## src/rtl/led_sequencer_pkg.sv

```systemverilog
// Shared mode encoding and small helpers for the LED sequencer.
package led_sequencer_pkg;

  localparam logic [1:0] MODE_MANUAL = 2'd0;
  localparam logic [1:0] MODE_CHASE  = 2'd1;
  localparam logic [1:0] MODE_BLINK  = 2'd2;

  typedef enum logic [1:0] {
    ModeManual = MODE_MANUAL,
    ModeChase  = MODE_CHASE,
    ModeBlink  = MODE_BLINK
  } mode_e;

  // Mode advance order: MANUAL -> CHASE -> BLINK -> MANUAL.
  function automatic mode_e next_mode(input mode_e cur);
    case (cur)
      ModeManual: return ModeChase;
      ModeChase:  return ModeBlink;
      default:    return ModeManual;
    endcase
  endfunction

  // One-hot rotate with wrap; up moves the lit LED towards LED3.
  function automatic logic [3:0] rotate(input logic [3:0] pat, input logic up);
    return up ? {pat[2:0], pat[3]} : {pat[0], pat[3:1]};
  endfunction

endpackage

```

## src/rtl/btn_debounce.sv

```systemverilog
// Per-button 2-FF synchroniser, polarity normalisation and debounce with press pulse.
module btn_debounce #(
  parameter int unsigned DEBOUNCE_CYCLES = 240000,
  parameter bit          ACTIVE_LOW      = 1'b1
) (
  input  logic clk,
  input  logic rst,
  input  logic raw,
  output logic stable,
  output logic press_evt
);

  localparam int unsigned CntW = $clog2(DEBOUNCE_CYCLES + 1);
  localparam logic [CntW-1:0] CntLast = CntW'(DEBOUNCE_CYCLES - 1);

  logic [1:0]      sync_q;
  logic            sample;
  logic            stable_q, stable_d;
  logic            press_q, press_d;
  logic [CntW-1:0] cnt_q, cnt_d;

  // 1 = pressed, independent of the pin polarity.
  assign sample = sync_q[1] ^ ACTIVE_LOW;

  // Count consecutive samples that disagree with the accepted state; flip once enough agree.
  always_comb begin
    stable_d = stable_q;
    press_d  = 1'b0;
    cnt_d    = cnt_q;
    if (sample == stable_q) begin
      cnt_d = '0;
    end else if (cnt_q == CntLast) begin
      stable_d = ~stable_q;
      press_d  = ~stable_q;
      cnt_d    = '0;
    end else begin
      cnt_d = cnt_q + CntW'(1);
    end
  end

  // Synchroniser and debounce state; sync flops reset to the released pin level.
  always_ff @(posedge clk) begin
    if (rst) begin
      sync_q   <= {2{ACTIVE_LOW}};
      stable_q <= 1'b0;
      press_q  <= 1'b0;
      cnt_q    <= '0;
    end else begin
      sync_q   <= {sync_q[0], raw};
      stable_q <= stable_d;
      press_q  <= press_d;
      cnt_q    <= cnt_d;
    end
  end

  assign stable    = stable_q;
  assign press_evt = press_q;

endmodule

```

## src/rtl/led_sequencer.sv

```systemverilog
// Button-driven LED controller: debounced inputs, MANUAL/CHASE/BLINK mode FSM, registered LEDs.
module led_sequencer
  import led_sequencer_pkg::*;
#(
  parameter int unsigned DEBOUNCE_CYCLES = 240000,
  parameter int unsigned TICK_CYCLES     = 3000000,
  parameter logic [3:0]  BTN_ACTIVE_LOW  = 4'b0111
) (
  input  logic       clk,
  input  logic       rst,
  input  logic       BOTON0,
  input  logic       BOTON1,
  input  logic       BOTON2,
  input  logic       BOTON3,
  output logic       LED0,
  output logic       LED1,
  output logic       LED2,
  output logic       LED3,
  output logic [1:0] mode
);

  localparam int unsigned TickW = $clog2(TICK_CYCLES);
  localparam logic [TickW-1:0] TickLast = TickW'(TICK_CYCLES - 1);

  logic [3:0] btn_raw;
  logic [3:0] btn_stable;
  logic [3:0] press_evt;
  logic       unused_stable;

  assign btn_raw       = {BOTON3, BOTON2, BOTON1, BOTON0};
  assign unused_stable = ^btn_stable;

  for (genvar i = 0; i < 4; i++) begin : g_btn
    btn_debounce #(
      .DEBOUNCE_CYCLES(DEBOUNCE_CYCLES),
      .ACTIVE_LOW     (BTN_ACTIVE_LOW[i])
    ) u_btn_debounce (
      .clk      (clk),
      .rst      (rst),
      .raw      (btn_raw[i]),
      .stable   (btn_stable[i]),
      .press_evt(press_evt[i])
    );
  end

  mode_e            mode_q, mode_d;
  logic [2:0]       latch_q, latch_d;
  logic [3:0]       pattern_q, pattern_d;
  logic             dir_up_q, dir_up_d;
  logic             paused_q, paused_d;
  logic             phase_q, phase_d;
  logic [TickW-1:0] tick_cnt_q, tick_cnt_d;
  logic [3:0]       led_q, led_d;
  logic             tick;

  assign tick = (tick_cnt_q == TickLast);

  // Next-state for mode, per-mode state, prescaler and the LED image derived from next-state.
  always_comb begin
    mode_d     = mode_q;
    latch_d    = latch_q;
    pattern_d  = pattern_q;
    dir_up_d   = dir_up_q;
    paused_d   = paused_q;
    phase_d    = phase_q;
    tick_cnt_d = tick ? '0 : tick_cnt_q + TickW'(1);
    led_d      = '0;

    if (press_evt[3]) begin
      // Mode advance wins over any other button in the same cycle.
      mode_d     = next_mode(mode_q);
      tick_cnt_d = '0;
      if (mode_d == ModeChase) begin
        pattern_d = 4'b0001;
        dir_up_d  = 1'b1;
        paused_d  = 1'b0;
      end
      if (mode_d == ModeBlink) begin
        phase_d = 1'b1;
      end
    end else begin
      unique case (mode_q)
        ModeManual: latch_d = latch_q ^ press_evt[2:0];
        ModeChase: begin
          dir_up_d = dir_up_q ^ press_evt[0];
          paused_d = paused_q ^ press_evt[1];
          // A coincident direction flip applies to this very step.
          if (tick && !paused_q) begin
            pattern_d = rotate(pattern_q, dir_up_d);
          end
        end
        ModeBlink: begin
          if (tick) begin
            phase_d = ~phase_q;
          end
        end
        default: mode_d = ModeManual;
      endcase
    end

    unique case (mode_d)
      ModeManual: led_d = {1'b0, latch_d};
      ModeChase:  led_d = pattern_d;
      ModeBlink:  led_d = {4{phase_d}};
      default:    led_d = '0;
    endcase
  end

  // State and LED registers with synchronous reset.
  always_ff @(posedge clk) begin
    if (rst) begin
      mode_q     <= ModeManual;
      latch_q    <= 3'b000;
      pattern_q  <= 4'b0001;
      dir_up_q   <= 1'b1;
      paused_q   <= 1'b0;
      phase_q    <= 1'b1;
      tick_cnt_q <= '0;
      led_q      <= '0;
    end else begin
      mode_q     <= mode_d;
      latch_q    <= latch_d;
      pattern_q  <= pattern_d;
      dir_up_q   <= dir_up_d;
      paused_q   <= paused_d;
      phase_q    <= phase_d;
      tick_cnt_q <= tick_cnt_d;
      led_q      <= led_d;
    end
  end

  assign LED0 = led_q[0];
  assign LED1 = led_q[1];
  assign LED2 = led_q[2];
  assign LED3 = led_q[3];
  assign mode = mode_q;

endmodule

```

## config.mk

```make
export PLATFORM = sky130hd
export DESIGN_NAME = led_sequencer
export DESIGN_NICKNAME = d
export VERILOG_FILES = /design/src/rtl/led_sequencer_pkg.sv /design/src/rtl/btn_debounce.sv /design/src/rtl/led_sequencer.sv
export SDC_FILE = /design/constraint.sdc
export NUM_CORES = 1
export LEC_CHECK = 0
export CAP_MARGIN = 20
export CORE_ASPECT_RATIO = 1.5
export CORE_MARGIN = 8
export CORE_UTILIZATION = 60
export DETAILED_ROUTE_END_ITERATION = 10
export GPL_TIMING_DRIVEN = 1
export PLACE_DENSITY = 0.77
export SETUP_SLACK_MARGIN = 0.2
export SLEW_MARGIN = 20
export SYNTH_ARGS = -nofsm -noshare
export SYNTH_HDL_FRONTEND = slang
export SYNTH_SLANG_ARGS = --single-unit
```

## constraint.sdc

```tcl
create_clock -name clk -period 5 [get_ports clk]
set_input_delay 1.5 -clock clk [delete_from_list [all_inputs] [get_ports clk]]
set_output_delay 1.5 -clock clk [all_outputs]
set_load 0.005 [all_outputs]
```

==> reports/qor.csv, run 1 <==
metric,value,unit
grt_pass1_vias,4219,
synth_cells,615,
crit_chain,clkdlybuf4s50_1,
io_buffers,11,
cpMaxStageDelayCell,dfxtp_1,
end_kind,output port,
final-setup-viol-count,0,
dieArea,12500,µm²
finalSetupTns,0,ns
fmax,320,MHz
grt_start_max_net_pins,23,
power_density,371,nW/µm²
numCtsBuffers,17,
clkLatencyLatePin,0.41,ns
synth_fp_nets,626,
clk_transition_reported_paths,0.05,ns
final_common_cell,dfxtp_1,
gp_congestion,0.821,
mostFrequentLayoutCells,"dfxtp_1 (126), nor2_1 (125), xor2_1 (49)",
fin_skew,0.00707,ns
clock_path_buffers,2,
antenna_left,0,
syn2layout_area_growth,14.6,%
syn-cell-area,5470,µm²
dp_slack,1.60,ns
drt_iter0_drc,103,
crit_family,flip-flops,
combPwrFrac,1.1,%
ctsResizeCount,0,
drive_above_1_share,7.97,%
required,3.50,ns
startpoint_type,flop,
grt_usage,17.7,%
synth_ff_type,dfxtp_1,
hold_ws,0.413,ns
critPathBufInv,1,
io_pins,12,
grt_setup_unrepaired,no,
period_share,62.5,%
dieWidth,94.0,µm
gr-total-overflow,0,
htreeDepth,4,
grt_pass1_wl,18100,µm
viasPerCell,5.56,
synth-edff-count,0,
p_switching,0.431,mW
power_frac_seq,43.7,%
start_util,62.0,%
cts_tree,done,
crit_type,flop to output port,
clock-root-buffer,clkbuf_16,
hold_buffers,0,
yosysSeqAreaShare,46.1,%
p_clk_share,55.2,%
dp_hpwl,6920,µm
status,finished clean,
synth_seq_cells,126,
p_sw_share,18.5,%
period_needed,3.12,ns
drv_cap,0,
ys_types,49,
dr.pass1.iters,4,
ff_latch_area,2520,µm²
coreArea,8830,µm²
place_area,5640,µm²
crit_arrival,1.62,ns
slew_headroom,50.4,%
cpPeakStageDelay,0.61,ns
worst_pin_slew,0.744,ns
drc,0,
worstHoldPathType,flop to flop,
fill_cells,671,
wl,10300,µm
ir_drop,0.296,mV
synth_warnings,0,
nets,639,
synth_async_sr_flop_share,0,%
core.rowCount,42,
antenna_found_initial,0,
wl_per_cell,13.7,µm
crit_fanout,15,
die_y,133,µm
post_cts_buffers,0,
power.internal,1.89,mW
hold_viol,0,
cts.sinks,126,
drv_slew,0,
leakagePower,2.14,nW
postSynthAreaPerCell,8.90,µm²
fin_ws,1.88,ns
antenna_cells,0,
final_cell_area,6270,µm²
via_count,4168,
multi_input_area,2820,µm²
[power by group through the flow]
stage / registers (mW) / logic [mW] / clock network, mW
after global routing: 1.02 / 0.0285 / 1.35
after detailed placement: 1.04 / 0.0257 / 0
after CTS: 1.02 / 0.0260 / 1.30
after floorplan: 1.04 / 0.0186 / 0
final: 1.02 / 0.0259 / 1.28
after global placement: 1.04 / 0.0245 / 0
[synth_stat cells, drive strengths merged, types with 11 or more instances]
cell type	count	area, µm²
nand3	37	190
a21oi	12	60.1
and3	20	125
nand2	39	146
nor3	18	90.1
nor2	125	469
or2	11	68.8
inv	11	41.3
nand4	16	106
xor2	49	429
dfxtp	126	2520
xnor2	45	394
[kinds of logic (layout without fill, tap and decap cells)]
logic type / count (synthesis) / count (layout) / share of synthesized area [%]
buffers and inverters: 29 / 54 / 2.31
DFF: 126 / 126 / 46.1
and+or+nand+nor: 322 / 322 / 30.1
xor gates and xnor gates: 94 / 94 / 15.0
muxes: 10 / 10 / 1.92
adders and majority gates: 5 / 5 / 1.14
AOI/OAI and AO/OA: 29 / 29 / 3.38
[path summary, 6_finish.rpt]
kind         slack (ns)                                end                              start  cells after the start
max                1.88                            mode[0]                            mode[0]                      1
min                0.41  g_btn[1].u_btn_debounce.sync_q[1]  g_btn[1].u_btn_debounce.sync_q[0]                      1
max reg2reg        2.85                     tick_cnt_q[13]                      tick_cnt_q[0]                      6
min reg2reg        0.41  g_btn[1].u_btn_debounce.sync_q[1]  g_btn[1].u_btn_debounce.sync_q[0]                      1
[state kept, by name (all words and copies together), names as in the netlist]
| name | flops |
|---|---|
| g_btn.u_btn_debounce.sync_q | 8 |
| mode | 2 |
| latch_q | 3 |
| tick_cnt_q | 22 |
| g_btn.u_btn_debounce.cnt_q | 72 |
| g_btn.u_btn_debounce.stable | 4 |
| paused_q | 1 |
| pattern_q | 4 |
| phase_q | 1 |
| dir_up_q | 1 |
| g_btn.u_btn_debounce.press_evt | 4 |
| led_q | 4 |
[cell type report]
class	count	area share [%]
Tap cell	110	2.19
Clock inverter	5	1.60
Multi-Input combinational cell	460	45.0
Clock buffer	26	8.44
Inverter	11	0.658
Timing Repair Buffer	12	1.88
Sequential cell	126	40.2
[per-layer routing]
layer  track usage [%]  wire length [µm]
met5                 0                 0
met4              8.33               250
met3              6.17               333
met2              30.5              5400
met1              18.3              4280
[per-stage QoR]
step	std cells	util (%)	total power, mW
2_1_floorplan	615	-	1.05
3_3_place_gp	719	63.9	1.06
3_5_place_dp	719	63.9	1.06
4_1_cts	750	71.0	2.34
5_1_grt	750	71.0	2.39
6_report	750	71.0	2.33
No activity file was read; power rests on OpenSTA's default activity.
==> inputs of run 2 (changes only) <==
Clock period 5 ns to 2.9 ns, I/O delays scaled along.
==> reports/qor.csv, run 2 (same netlist as run 1, synthesis figures left out) <==
metric,value,unit,change
status,finished clean,,
required,2.03,ns,-1.47 ns
clock_path_buffers,2,,unchanged
start_util,62.0,%,unchanged
hold_buffers,0,,unchanged
drc,0,,unchanged
final-setup-viol-count,0,,unchanged
place_inst,719,,unchanged
nets,639,,unchanged
largestRegisters,"g_btn.u_btn_debounce.cnt_q x72, tick_cnt_q x22, g_btn.u_btn_debounce.sync_q x8",,
worstHoldPathType,flop to flop,,
fill_cells,657,,-2.1%
drv_slew,0,,unchanged
coreArea,8830,µm²,unchanged
power,4.16,mW,+79%
grt_setup_unrepaired,no,,
dieWidth,94.0,µm,unchanged
post_cts_buffers,0,,unchanged
wl_per_cell,13.2,µm,-3.7%
fin_skew,0.00868,ns,+0.00161 ns
period_needed,2.49,ns,
ff_latch_area,2520,µm²,unchanged
drive_above_1_share,8.11,%,+0.14 points
via_count,4155,,-0.31%
startpoint_type,flop,,
cpMaxStageDelayCell,dfxtp_1,,
die_y,133,µm,unchanged
clock-root-buffer,clkbuf_16,,
crit_chain,clkdlybuf4s50_1,,
io_buffers,11,,unchanged
numCtsBuffers,17,,unchanged
period_share,85.9,%,
grt_usage,17.4,%,-0.31 points
crit_fanout,15,,unchanged
crit_arrival,1.62,ns,about the same
end_kind,output port,,
cpPeakStageDelay,0.61,ns,about the same
largest_reg_flops,72,,unchanged
hold_viol,0,,unchanged
grt_start_max_net_pins,38,,+65%
dieArea,12500,µm²,unchanged
leakagePower,2.15,nW,+0.56%
cts.sinks,126,,unchanged
r2r_slack,0.79,ns,-2.06 ns
worst_pin_slew,0.717,ns,-0.0270 ns
crit_family,flip-flops,,
syn2layout_area_growth,15.4,%,
antenna_cells,0,,unchanged
finalSetupTns,0,ns,unchanged
drv_cap,0,,unchanged
core.rowCount,42,,unchanged
final_common_cell,dfxtp_1,,
fmax,401,MHz,
htreeDepth,4,,unchanged
power_density,658,nW/µm²,+77%
regMostFlops,g_btn.u_btn_debounce.cnt_q,,
gp_congestion,0.796,,-3.1%
crit_type,flop to output port,,
gr-total-overflow,0,,unchanged
wl,9900,µm,-3.5%
clkLatencyLatePin,0.41,ns,about the same
dr.pass1.iters,4,,unchanged
drt_iter0_drc,222,,+120%
ctsResizeCount,0,,unchanged
critPathBufInv,1,,unchanged
cts_tree,done,,
antenna_found_initial,0,,unchanged
grt_pass1_wl,17800,µm,-1.6%
dp_hpwl,6610,µm,-4.5%
viasPerCell,5.53,,-0.44%
antenna_left,0,,unchanged
grt_pass1_vias,4253,,+0.81%
ir_drop,0.421,mV,+42%
slew_headroom,52.2,%,+1.8 points
io_pins,12,,unchanged
mostFrequentLayoutCells,"dfxtp_1 (126), nor2_1 (125), xor2_1 (49)",,
instances_no_fill,751,,+0.13%
clk_transition_reported_paths,0.05,ns,about the same
multi_input_area,2820,µm²,unchanged
-- run 2: cell types whose count changed in the layout (fill, tap and decap cells not counted), sizes merged --
| cell | delta |
|---|---|
| clkinvlp | +2 |
| clkinv | +2 |
| bufinv | +3 |
| clkbuf | -6 |
-- run 2: report_power, final --
part / switching [mW] / internal [mW] / total (mW)
Combinational: 0.0265 / 0.0193 / 0.0458
Clock: 0.732 / 1.63 / 2.36
Sequential: 0.00751 / 1.74 / 1.75
Total: 0.766 / 3.39 / 4.16
-- run 2: path summary, 6_finish.rpt --
check                                                  startpoint                                 to  depth (start not counted)
worst max-delay path                                      mode[0]                            mode[0]                          1
worst min-delay path            g_btn[0].u_btn_debounce.sync_q[0]  g_btn[0].u_btn_debounce.sync_q[1]                          1
worst max register to register                      tick_cnt_q[0]                     tick_cnt_q[15]                          6
worst min register to register  g_btn[0].u_btn_debounce.sync_q[0]  g_btn[0].u_btn_debounce.sync_q[1]                          1
-- run 2: layout make-up --
class                   instances  share of cell area [%]
clock buffers                  20                    7.07
clock inverters                12                    3.41
inverters                      11                   0.654
multi-input cells             460                    44.7
repair buffers                 12                    2.06
well taps                     110                    2.18
flip-flops and latches        126                    39.9
-- run 2: metal layers --
layer | vias up | GRT usage, % | share of wire (%)
met5 | - | 0 | 0
met4 | 0 | 7.62 | 1.9
met3 | 18 | 6.17 | 2.5
met2 | 44 | 30.4 | 53
met1 | 1978 | 17.8 | 42
li1 | 2115 | - | -
-- run 2: stage by stage --
stage | area (µm²) | utilization [%] | hold WS, ns | worst slack [ns]
2_1_floorplan | 5470 | - | 0.389 | 0.971
3_3_place_gp | 5650 | 64.0 | 0.395 | 0.466
3_5_place_dp | 5650 | 64.0 | 0.400 | 0.418
4_1_cts | 6320 | 71.5 | 0.419 | 0.381
5_1_grt | 6320 | 71.5 | 0.428 | 0.301
6_report | 6320 | 71.5 | 0.418 | 0.409
